**config.mk**
```make
export PLATFORM = sky130hd
export DESIGN_NAME = spi_slave_receiver_flat
export DESIGN_NICKNAME = d
export VERILOG_FILES = /design/src/rtl/spi_slave_receiver_if.sv /design/src/rtl/spi_slave_receiver.sv /design/src/flat_wrapper.sv
export SDC_FILE = /design/constraint.sdc
export NUM_CORES = 1
export LEC_CHECK = 0
export BUFFER_PORTS_ARGS = -buffer_cell sky130_fd_sc_hd__buf_2
export CORE_MARGIN = 2
export CORE_UTILIZATION = 48
export DETAILED_ROUTE_END_ITERATION = 8
export PLACE_DENSITY = 0.75
export SETUP_SLACK_MARGIN = 0.1
export SLEW_MARGIN = 5
export SYNTH_ARGS = -nofsm -noshare
export SYNTH_HDL_FRONTEND = slang
export SYNTH_SLANG_ARGS = --single-unit
```
**constraint.sdc**
```tcl
create_clock -name clock -period 1.6 [get_ports clock]
set_input_delay 0.32 -clock clock [delete_from_list [all_inputs] [get_ports clock]]
set_output_delay 0.32 -clock clock [all_outputs]
set_load 0.03 [all_outputs]
```
**src/rtl/spi_slave_receiver_if.sv**
```systemverilog
// spi_slave_receiver_if: bit-event input window and decoded-frame outputs of the SD SPI command receiver.
interface spi_slave_receiver_if;
    logic [7:0]  io_InputBuffer;
    logic        io_BufferChanged;
    logic [7:0]  io_DataBlockSize;
    logic [5:0]  io_Command;
    logic [31:0] io_CommandArgument;
    logic        io_CommandReadFinished;
    logic        io_ArgumentReadFinished;
    logic        io_ReadSuccess;
    logic [2:0]  io____state;
    modport master (
        output io_InputBuffer, io_BufferChanged, io_DataBlockSize,
        input  io_Command, io_CommandArgument, io_CommandReadFinished,
               io_ArgumentReadFinished, io_ReadSuccess, io____state
    );
    modport slave (
        input  io_InputBuffer, io_BufferChanged, io_DataBlockSize,
        output io_Command, io_CommandArgument, io_CommandReadFinished,
               io_ArgumentReadFinished, io_ReadSuccess, io____state
    );
endinterface

```
**src/rtl/spi_slave_receiver.sv**
```systemverilog
// spi_slave_receiver: decodes 48-bit SD SPI command frames (start, cmd, arg, CRC7, end) one bit event at a time.
module spi_slave_receiver (
    input logic                  clock,
    input logic                  reset,
    spi_slave_receiver_if.slave  bus
);
    typedef enum logic [2:0] {
        S_IDLE = 3'd0,
        S_CMD  = 3'd1,
        S_ARG  = 3'd2,
        S_CRC  = 3'd3,
        S_END  = 3'd4
    } state_e;

    state_e      state_q, state_d;
    logic [5:0]  cnt_q, cnt_d;
    logic [5:0]  cmd_q, cmd_d;
    logic [31:0] arg_q, arg_d;
    logic [6:0]  crc_q, crc_d;
    logic [6:0]  rx_crc_q, rx_crc_d;
    logic [7:0]  blk_q, blk_d;
    logic        cmd_done_q, cmd_done_d;
    logic        arg_done_q, arg_done_d;
    logic        ok_q, ok_d;

    logic ev, b, start;
    assign ev    = bus.io_BufferChanged;
    assign b     = bus.io_InputBuffer[0];
    assign start = bus.io_InputBuffer[1:0] == 2'b01;

    // Older window bits and the latched block size belong to the later data phase.
    logic unused_bits;
    assign unused_bits = ^{bus.io_InputBuffer[7:2], blk_q};

    function automatic logic [6:0] crc7_step(input logic [6:0] c, input logic d);
        return {c[5:0], 1'b0} ^ ((c[6] ^ d) ? 7'h09 : 7'h00);
    endfunction

    always_ff @(posedge clock) begin
        if (reset) begin
            state_q    <= S_IDLE;
            cnt_q      <= '0;
            cmd_q      <= '0;
            arg_q      <= '0;
            crc_q      <= '0;
            rx_crc_q   <= '0;
            blk_q      <= '0;
            cmd_done_q <= 1'b0;
            arg_done_q <= 1'b0;
            ok_q       <= 1'b0;
        end else begin
            state_q    <= state_d;
            cnt_q      <= cnt_d;
            cmd_q      <= cmd_d;
            arg_q      <= arg_d;
            crc_q      <= crc_d;
            rx_crc_q   <= rx_crc_d;
            blk_q      <= blk_d;
            cmd_done_q <= cmd_done_d;
            arg_done_q <= arg_done_d;
            ok_q       <= ok_d;
        end
    end

    always_comb begin
        state_d = state_q;
        if (ev) begin
            case (state_q)
                S_IDLE:  state_d = start ? S_CMD : S_IDLE;
                S_CMD:   state_d = (cnt_q == 6'd5)  ? S_ARG : S_CMD;
                S_ARG:   state_d = (cnt_q == 6'd31) ? S_CRC : S_ARG;
                S_CRC:   state_d = (cnt_q == 6'd6)  ? S_END : S_CRC;
                default: state_d = S_IDLE;
            endcase
        end
    end

    always_comb begin
        cnt_d      = cnt_q;
        cmd_d      = cmd_q;
        arg_d      = arg_q;
        crc_d      = crc_q;
        rx_crc_d   = rx_crc_q;
        blk_d      = blk_q;
        cmd_done_d = cmd_done_q;
        arg_done_d = arg_done_q;
        ok_d       = ok_q;
        if (ev) begin
            case (state_q)
                S_IDLE: if (start) begin
                    cnt_d      = '0;
                    cmd_done_d = 1'b0;
                    arg_done_d = 1'b0;
                    ok_d       = 1'b0;
                    crc_d      = crc7_step(crc7_step(7'd0, 1'b0), 1'b1);
                    blk_d      = bus.io_DataBlockSize;
                end
                S_CMD: begin
                    cmd_d      = {cmd_q[4:0], b};
                    crc_d      = crc7_step(crc_q, b);
                    cnt_d      = (cnt_q == 6'd5) ? 6'd0 : cnt_q + 6'd1;
                    cmd_done_d = cmd_done_q | (cnt_q == 6'd5);
                end
                S_ARG: begin
                    arg_d      = {arg_q[30:0], b};
                    crc_d      = crc7_step(crc_q, b);
                    cnt_d      = (cnt_q == 6'd31) ? 6'd0 : cnt_q + 6'd1;
                    arg_done_d = arg_done_q | (cnt_q == 6'd31);
                end
                S_CRC: begin
                    rx_crc_d = {rx_crc_q[5:0], b};
                    cnt_d    = (cnt_q == 6'd6) ? 6'd0 : cnt_q + 6'd1;
                end
                S_END:   ok_d = b && (rx_crc_q == crc_q);
                default: ;
            endcase
        end
    end

    assign bus.io_Command              = cmd_q;
    assign bus.io_CommandArgument      = arg_q;
    assign bus.io_CommandReadFinished  = cmd_done_q;
    assign bus.io_ArgumentReadFinished = arg_done_q;
    assign bus.io_ReadSuccess          = ok_q;
    assign bus.io____state             = state_q;
endmodule

```
**src/flat_wrapper.sv**
```systemverilog
// flat-port wrapper written by rule: the top's interface ports become plain ports
module spi_slave_receiver_flat 
  (clock, reset, bus_io_InputBuffer, bus_io_BufferChanged, bus_io_DataBlockSize, bus_io_Command, bus_io_CommandArgument, bus_io_CommandReadFinished, bus_io_ArgumentReadFinished, bus_io_ReadSuccess, bus_io____state);
  spi_slave_receiver_if bus_i ();
  input logic clock;
  input logic reset;
  input wire logic [$bits(bus_i.io_InputBuffer)-1:0] bus_io_InputBuffer;
  input wire logic [$bits(bus_i.io_BufferChanged)-1:0] bus_io_BufferChanged;
  input wire logic [$bits(bus_i.io_DataBlockSize)-1:0] bus_io_DataBlockSize;
  output wire logic [$bits(bus_i.io_Command)-1:0] bus_io_Command;
  output wire logic [$bits(bus_i.io_CommandArgument)-1:0] bus_io_CommandArgument;
  output wire logic [$bits(bus_i.io_CommandReadFinished)-1:0] bus_io_CommandReadFinished;
  output wire logic [$bits(bus_i.io_ArgumentReadFinished)-1:0] bus_io_ArgumentReadFinished;
  output wire logic [$bits(bus_i.io_ReadSuccess)-1:0] bus_io_ReadSuccess;
  output wire logic [$bits(bus_i.io____state)-1:0] bus_io____state;
  assign bus_i.io_InputBuffer = bus_io_InputBuffer;
  assign bus_i.io_BufferChanged = bus_io_BufferChanged;
  assign bus_i.io_DataBlockSize = bus_io_DataBlockSize;
  assign bus_io_Command = bus_i.io_Command;
  assign bus_io_CommandArgument = bus_i.io_CommandArgument;
  assign bus_io_CommandReadFinished = bus_i.io_CommandReadFinished;
  assign bus_io_ArgumentReadFinished = bus_i.io_ArgumentReadFinished;
  assign bus_io_ReadSuccess = bus_i.io_ReadSuccess;
  assign bus_io____state = bus_i.io____state;
  spi_slave_receiver u_core (.clock(clock), .reset(reset), .bus(bus_i));
endmodule
```
==> flow_metrics.env, run 1 <==
export IMPL_run_status="completed"
export IMPL_yosys_warnings=0
export IMPL_clock_latency_ns=0.33
export IMPL_place_congestion=0.8505
export IMPL_pwr_density_cell_nw_per_um2=984.6
export IMPL_synth_cells=320
export IMPL_drt_wl_total_um=5986
export IMPL_via_per_inst=5.180
export IMPL_grt_pass1_wl_um=9901
export IMPL_drtAntennaViolNets=0
export IMPL_final_common_cell="nand2_1"
export IMPL_busiest_layer="met2"
export IMPL_hp_class="in -> reg"
export IMPL_power_total_mw=3.324
export IMPL_hold_buffers=0
export IMPL_worstRegToRegCells=6
export IMPL_setup_worst_path_start="u_core.cnt_q[0]$_SDFFE_PP0P_"
export IMPL_drtIter0Drc=68
export IMPL_cpPeakStageDelay_ns=0.37
export IMPL_drv_cap=0
export IMPL_ios=63
export IMPL_grt_overflow=0
export IMPL_seq_area_um2=1290
export IMPL_wl_per_cell_um=13.01
export IMPL_drive_above_1_share_pct=28.09
export IMPL_diodes=0
export IMPL_skew_ns=0.002745
export IMPL_crit_arrival_ns=1.85
export IMPL_ys_ff_latch=64
export IMPL_antenna_found_initial=0
export IMPL_grt_max_degree=28
export IMPL_setup_viol=0
export IMPL_io_buffers=48
export IMPL_core_um2=5439
export IMPL_synth_top_area_share_pct=48.03
export IMPL_cts_tree="built"
export IMPL_drc=0
export IMPL_tightestPinTransition_ns=0.4331
export IMPL_worstPathRequired_ns=1.85
export IMPL_cts_max_path_buffers=2
export IMPL_start_kind="flip-flop"
export IMPL_cts_sinks=64
export IMPL_path_max_fanout=5
export IMPL_slowest_stage="dfxtp_4"
export IMPL_avgSynthCellArea_um2=8.336
export IMPL_crit_type="reg -> reg"
export IMPL_n_fill_cell=481
export IMPL_reg2reg_setup_slack_ns=0.002
export IMPL_max_freq_ghz=0.6259
export IMPL_holdPathStages=2
export IMPL_cts_buffers=9
export IMPL_r2r_end="u_core.cnt_q[1]$_SDFFE_PP0P_"
export IMPL_synth_cell_types=45
export IMPL_slew_viol_final=0
export IMPL_relSlewSlack_pct=70.86
export IMPL_synth_edf_count=0
export IMPL_hpwl_um=3920
export IMPL_vias=2383
export IMPL_post_route_min_period_ns=1.598
export IMPL_layout_common_cells="89 x nand2_1, 59 x dfxtp_1, 48 x buf_2"
export IMPL_syn_num_nets=342
export IMPL_grtUsageTotal_pct=20.22
export IMPL_grt_pass1_vias=2203
export IMPL_crit_chain="inv_2 -> ha_2 -> mux2_4 -> a211o_1 -> a31o_4 -> a211oi_2"
export IMPL_placed_cells=440
export IMPL_min_from="reset"
export IMPL_hold_violations=0
export IMPL_die_area_um2=6170
export IMPL_synthTopCellsByArea="dfxtp_1 48%, nand2_1 13%, a21oi_1 8.6%, nor2_1 2.8%, xnor2_1 2.3%"
export IMPL_ctsRootBufferMaster="clkbuf_8"
export IMPL_grt_use_met1_pct=26.52
export IMPL_initial_core_util_pct=49.05
export IMPL_crit_path_end_kind="flip-flop"
export IMPL_synth_flop_cell="dfxtp_1"
export IMPL_instances_no_fill=460
export IMPL_cts_max_level=3
export IMPL_yosys_area_top_type="dfxtp_1"
export IMPL_leakage_nw=1.329
export IMPL_clk_pin_slew_ns=0.07
export IMPL_post_route_period_util_pct=99.85
export IMPL_synth_area_um2=2668
export IMPL_met2_usage_pct=30.26
export IMPL_nets=406
export IMPL_ys_seq_area_share_pct=48.03
export IMPL_whs_ns=0.3322
export IMPL_hold_end="u_core.crc_q[4]$_SDFFE_PP0P_"
export IMPL_syn_to_final_growth_pct=26.55
export IMPL_fin_tns_setup_ns=0
export IMPL_peakVddDrop_mv=0.6384
export IMPL_synth_async_reset_ratio_pct=0
export IMPL_multi_input_area_um2=1339
export IMPL_grt_met3_usage_pct=5.287
export IMPL_dr_pass1_iters=4
export IMPL_die_w_um=78.55
export IMPL_rr_startpoint="u_core.cnt_q[0]$_SDFFE_PP0P_"
export IMPL_rsz0062_at_grt="true"
export IMPL_core_rowCount=27
export IMPL_die_y_um=78.55
[through the flow]
step | worst slack, ns | cell area (um2) | utilization (%)
global placement | 0.01946 | 3080 | 56.64
detailed placement | -0.000004885 | 3080 | 56.64
CTS | 0.02160 | 3338 | 61.38
floorplan | 0.07441 | 2678 | -
finish | 0.002325 | 3376 | 62.07
global route | -0.03931 | 3376 | 62.07
[worst max path at each step]
stage	endpoint	slack [ns]
after floorplan	u_core.cnt_q[1]$_SDFFE_PP0P_	0.07
after global placement	u_core.cnt_q[1]$_SDFFE_PP0P_	0.02
after detailed placement	u_core.cnt_q[1]$_SDFFE_PP0P_	-0.000005
after CTS	u_core.cnt_q[1]$_SDFFE_PP0P_	0.02
after global routing	u_core.cnt_q[1]$_SDFFE_PP0P_	-0.04
final	u_core.cnt_q[1]$_SDFFE_PP0P_	0.002
[cell usage after synthesis, drive strengths merged (2+ instances only)]
master and n:
o211ai 4, nand4b 2, nand3 6, a21oi 47, and2b 2, xnor2 7, ha 3, nor4 3
a2bb2oi 2, buf 6, nand4 2, dfxtp 64, nand2b 3, mux2i 6, nor2 20, nor2b 2
a31oi 3, nor3b 2, or2 2, inv 5, nor3 2, clkbuf 11, a211oi 2, nand2 89
xor2 7, o2111ai 2, o21ai 2
[timing repair]
item                                   in CTS  in global routing
cloned                                      0                  0
endpoints found under the hold margin       0                  0
resized for setup                           4                  8
setup buffers                               4                  1
pin swaps                                   3                  3
setup endpoints to repair                   6                 47
[cells by family (layout without fill, tap and decap cells)]
group	after synthesis	after routing	synth area share [%]
adder cells (fa/ha/maj)	3	3	1.407
AND/OR/NAND/NOR	139	139	23.12
multiplexers	7	7	2.674
flip-flops	64	64	48.03
AO/OA/AOI/OAI	71	71	16.70
buffers and inverters	22	90	3.471
XOR/XNOR	14	14	4.597
[layer usage]
layer	wire length, um	vias to the layer above
met1	2811	1069
met3	396	17
li1	-	1210
met4	146	0
met2	2632	87
met5	0	-
[where the power goes]
part,internal (mW),switching [mW]
registers,1.60,0.0165
logic,0.0698,0.103
clock network,0.952,0.579
total,2.63,0.698
[critical path: cells and delay by family (launching register included)]
kind	cells	cell delay (ns)
fa+ha+maj	1	0.17
buf+inv	1	0.03
mux	1	0.26
flops	1	0.37
compound gates	3	0.69
[state kept, by name (all words and copies together) (netlist names)]
name,count
u_core.bus.io_ArgumentReadFinished,1
u_core.bus.io_Command,6
u_core.bus.io_CommandArgument,32
u_core.bus.io_CommandReadFinished,1
u_core.bus.io_ReadSuccess,1
u_core.bus.io____state,3
u_core.cnt_q,6
u_core.crc_q,7
u_core.rx_crc_q,7
[area by class of cell]
| type | count | share of cell area [%] |
|---|---|---|
| clock buffers | 12 | 4.596 |
| clock inverters | 3 | 1.927 |
| inverters | 5 | 0.5560 |
| multi-input cells | 234 | 39.66 |
| flip-flops and latches | 64 | 38.21 |
| well taps | 72 | 2.669 |
| repair buffers | 70 | 12.38 |
No activity file was read; power rests on OpenSTA's default activity.
==> inputs of run 2 (changes only) <==
==> constraint.sdc (replaced) <==
create_clock -name clock -period 1.6 [get_ports clock]
set_input_delay 0 -clock clock [delete_from_list [all_inputs] [get_ports clock]]
set_output_delay 0 -clock clock [all_outputs]
set_load 0.03 [all_outputs]
==> run 2 against run 1 <==
Setup slack about the same. Critical path type unchanged. Flip-flop and latch count unchanged. Die area unchanged. Combinational power increased by 3%. Sequential share of layout area decreased by 0.19 points. Via count increased by 1.2%. Critical endpoint unchanged.
==> flow_metrics.env, run 2 (same netlist as run 1, synthesis figures left out) <==
export IMPL_run_status="completed"
export IMPL_worstRegToRegCells=6
export IMPL_cpPeakStageDelay_ns=0.37
export IMPL_die_w_um=78.55
export IMPL_grtUsageTotal_pct=19.83
export IMPL_grt_max_degree=41
export IMPL_setup_worst_path_start="u_core.cnt_q[0]$_SDFFE_PP0P_"
export IMPL_drv_cap=0
export IMPL_die_area_um2=6170
export IMPL_core_rowCount=27
export IMPL_n_fill_cell=475
export IMPL_cts_max_level=3
export IMPL_crit_chain="inv_2 -> ha_2 -> mux2_2 -> a211o_1 -> a31o_4 -> a211oi_2"
export IMPL_max_freq_ghz=0.6258
export IMPL_grt_overflow=0
export IMPL_critical_path_top_delay_family="compound AO/OA/AOI/OAI gates"
export IMPL_grt_pass1_wl_um=9660
export IMPL_via_per_inst=5.241
export IMPL_syn_to_final_growth_pct=27.67
export IMPL_hpwl_um=3949
export IMPL_grt_pass1_vias=2110
export IMPL_nets=405
export IMPL_post_route_min_period_ns=1.598
export IMPL_rr_startpoint="u_core.cnt_q[0]$_SDFFE_PP0P_"
export IMPL_clk_pin_slew_ns=0.07
export IMPL_cts_tree="built"
export IMPL_drtIter0Drc=141
export IMPL_setup_viol=0
export IMPL_crit_path_end_kind="flip-flop"
export IMPL_leakage_nw=1.323
export IMPL_crit_type="reg -> reg"
export IMPL_hp_class="in -> reg"
export IMPL_place_ws_ns=0.001230
export IMPL_relSlewSlack_pct=68.85
export IMPL_setup_ws_ns=0.001933
export IMPL_largest_reg_flops=32
export IMPL_whs_ns=0.06846
export IMPL_cts_buffers=9
export IMPL_tightestPinTransition_ns=0.4655
export IMPL_vias=2411
export IMPL_hold_violations=0
export IMPL_dr_pass1_iters=5
export IMPL_grt_use_met1_pct=25.58
export IMPL_worstPathRequired_ns=1.85
export IMPL_reg2reg_setup_slack_ns=0.002
export IMPL_drt_wl_total_um=6113
export IMPL_diodes=0
export IMPL_cp_num_buf_inv=1
export IMPL_busiest_layer="met2"
export IMPL_peakVddDrop_mv=0.5264
export IMPL_cts_max_path_buffers=2
export IMPL_drc=0
export IMPL_io_buffers=48
export IMPL_crit_arrival_ns=1.85
export IMPL_ctsRootBufferMaster="clkbuf_8"
export IMPL_wl_per_cell_um=13.29
export IMPL_skew_ns=0.006964
export IMPL_path_max_fanout=5
export IMPL_clock_latency_ns=0.34
export IMPL_slew_viol_final=0
export IMPL_layout_common_cells="89 x nand2_1, 59 x dfxtp_1, 48 x buf_2"
export IMPL_crit_cells=6
export IMPL_core_um2=5439
export IMPL_r2r_end="u_core.cnt_q[1]$_SDFFE_PP0P_"
export IMPL_ios=63
export IMPL_pwr_density_cell_nw_per_um2=938.2
export IMPL_post_route_period_util_pct=99.88
export IMPL_drive_above_1_share_pct=28.35
export IMPL_fin_tns_setup_ns=0
export IMPL_antenna_found_initial=0
export IMPL_initial_core_util_pct=49.05
export IMPL_met2_usage_pct=30.43
export IMPL_cts_sinks=64
export IMPL_final_common_cell="nand2_1"
export IMPL_grt_met3_usage_pct=5.287
export IMPL_start_kind="flip-flop"
export IMPL_crit_end="u_core.cnt_q[1]$_SDFFE_PP0P_"
export IMPL_rsz0062_at_grt="true"
export IMPL_drtAntennaViolNets=0
export IMPL_die_y_um=78.55
export IMPL_place_congestion=0.9559
export IMPL_slowest_stage="dfxtp_4"
[run 2: cell count changes in the layout (fill, tap and decap cells not counted), sizes merged]
cell	change
bufinv	-1
dlygate4sd3	+1
clkbuf	-1
inv	+1
clkinvlp	+2
clkinv	+1
buf	-3
[run 2: how the worst min path moves through the flow]
stage / slack (ns) / start / cells past startpoint / to
6_report: 0.07 / bus_io_BufferChanged / 3 / u_core.bus.io_ReadSuccess$_SDFFE_PP0P_
5_1_grt: 0.08 / bus_io_BufferChanged / 3 / u_core.bus.io_ReadSuccess$_SDFFE_PP0P_
4_1_cts: 0.05 / bus_io_BufferChanged / 3 / u_core.bus.io_ReadSuccess$_SDFFE_PP0P_
3_5_place_dp: 0.35 / bus_io_InputBuffer[0] / 3 / u_core.bus.io_CommandArgument[0]$_SDFFE_PP0P_
3_3_place_gp: 0.34 / bus_io_InputBuffer[0] / 3 / u_core.bus.io_CommandArgument[0]$_SDFFE_PP0P_
2_1_floorplan: 0.14 / bus_io_InputBuffer[0] / 2 / u_core.rx_crc_q[0]$_SDFFE_PP0P_
[run 2: per-layer routing]
metal  part of all wire [%]  wire length (um)
met1                     46              2830
met3                    6.7               412
met4                    1.7               104
met2                     45              2766
met5                      0                 0
[run 2: final cells by class]
class                   count  area [um2]  share of cell area [%]
clock buffers              10       137.6                   4.041
well taps                  72       90.09                   2.645
multi-input cells         234        1351                   39.68
inverters                   5       18.77                  0.5511
repair buffers             69       445.4                   13.08
clock inverters             6       67.56                   1.984
flip-flops and latches     64        1295                   38.02
[run 2: what timing repair did]
item / in CTS / in global routing
resized for setup: 3 / 17
gates cloned: 0 / 1
setup buffers: 3 / 4
endpoints found under the setup margin: 7 / 43
hold endpoints to repair: 2 / 0
pin swaps: 5 / 5
hold buffers: 1 / 0
[run 2: stage by stage]
stage / power, mW / std cells / util [%] / cell area, um2
CTS: 3.225 / 455 / 60.52 / 3292
global route: 3.323 / 460 / 62.62 / 3406
floorplan: 1.761 / 320 / - / 2678
detailed placement: 1.804 / 435 / 55.95 / 3043
global placement: 1.800 / 435 / 55.95 / 3043
finish: 3.195 / 460 / 62.62 / 3406
[run 2: worst reg2reg max path, cell delays in order, from the launching register on]
cell and delay (ns):
dfxtp_4 0.37, inv_2 0.04, ha_2 0.16, mux2_2 0.26, a211o_1 0.30, a31o_4 0.26
a211oi_2 0.13
[run 2: power breakdown]
group | total [mW] | leakage, nW | switching (mW) | internal, mW
logic | 0.178 | 0.705 | 0.106 | 0.0719
clock network | 1.40 | 0.0989 | 0.634 | 0.766
registers | 1.62 | 0.519 | 0.0164 | 1.60
total | 3.20 | 1.32 | 0.757 | 2.44
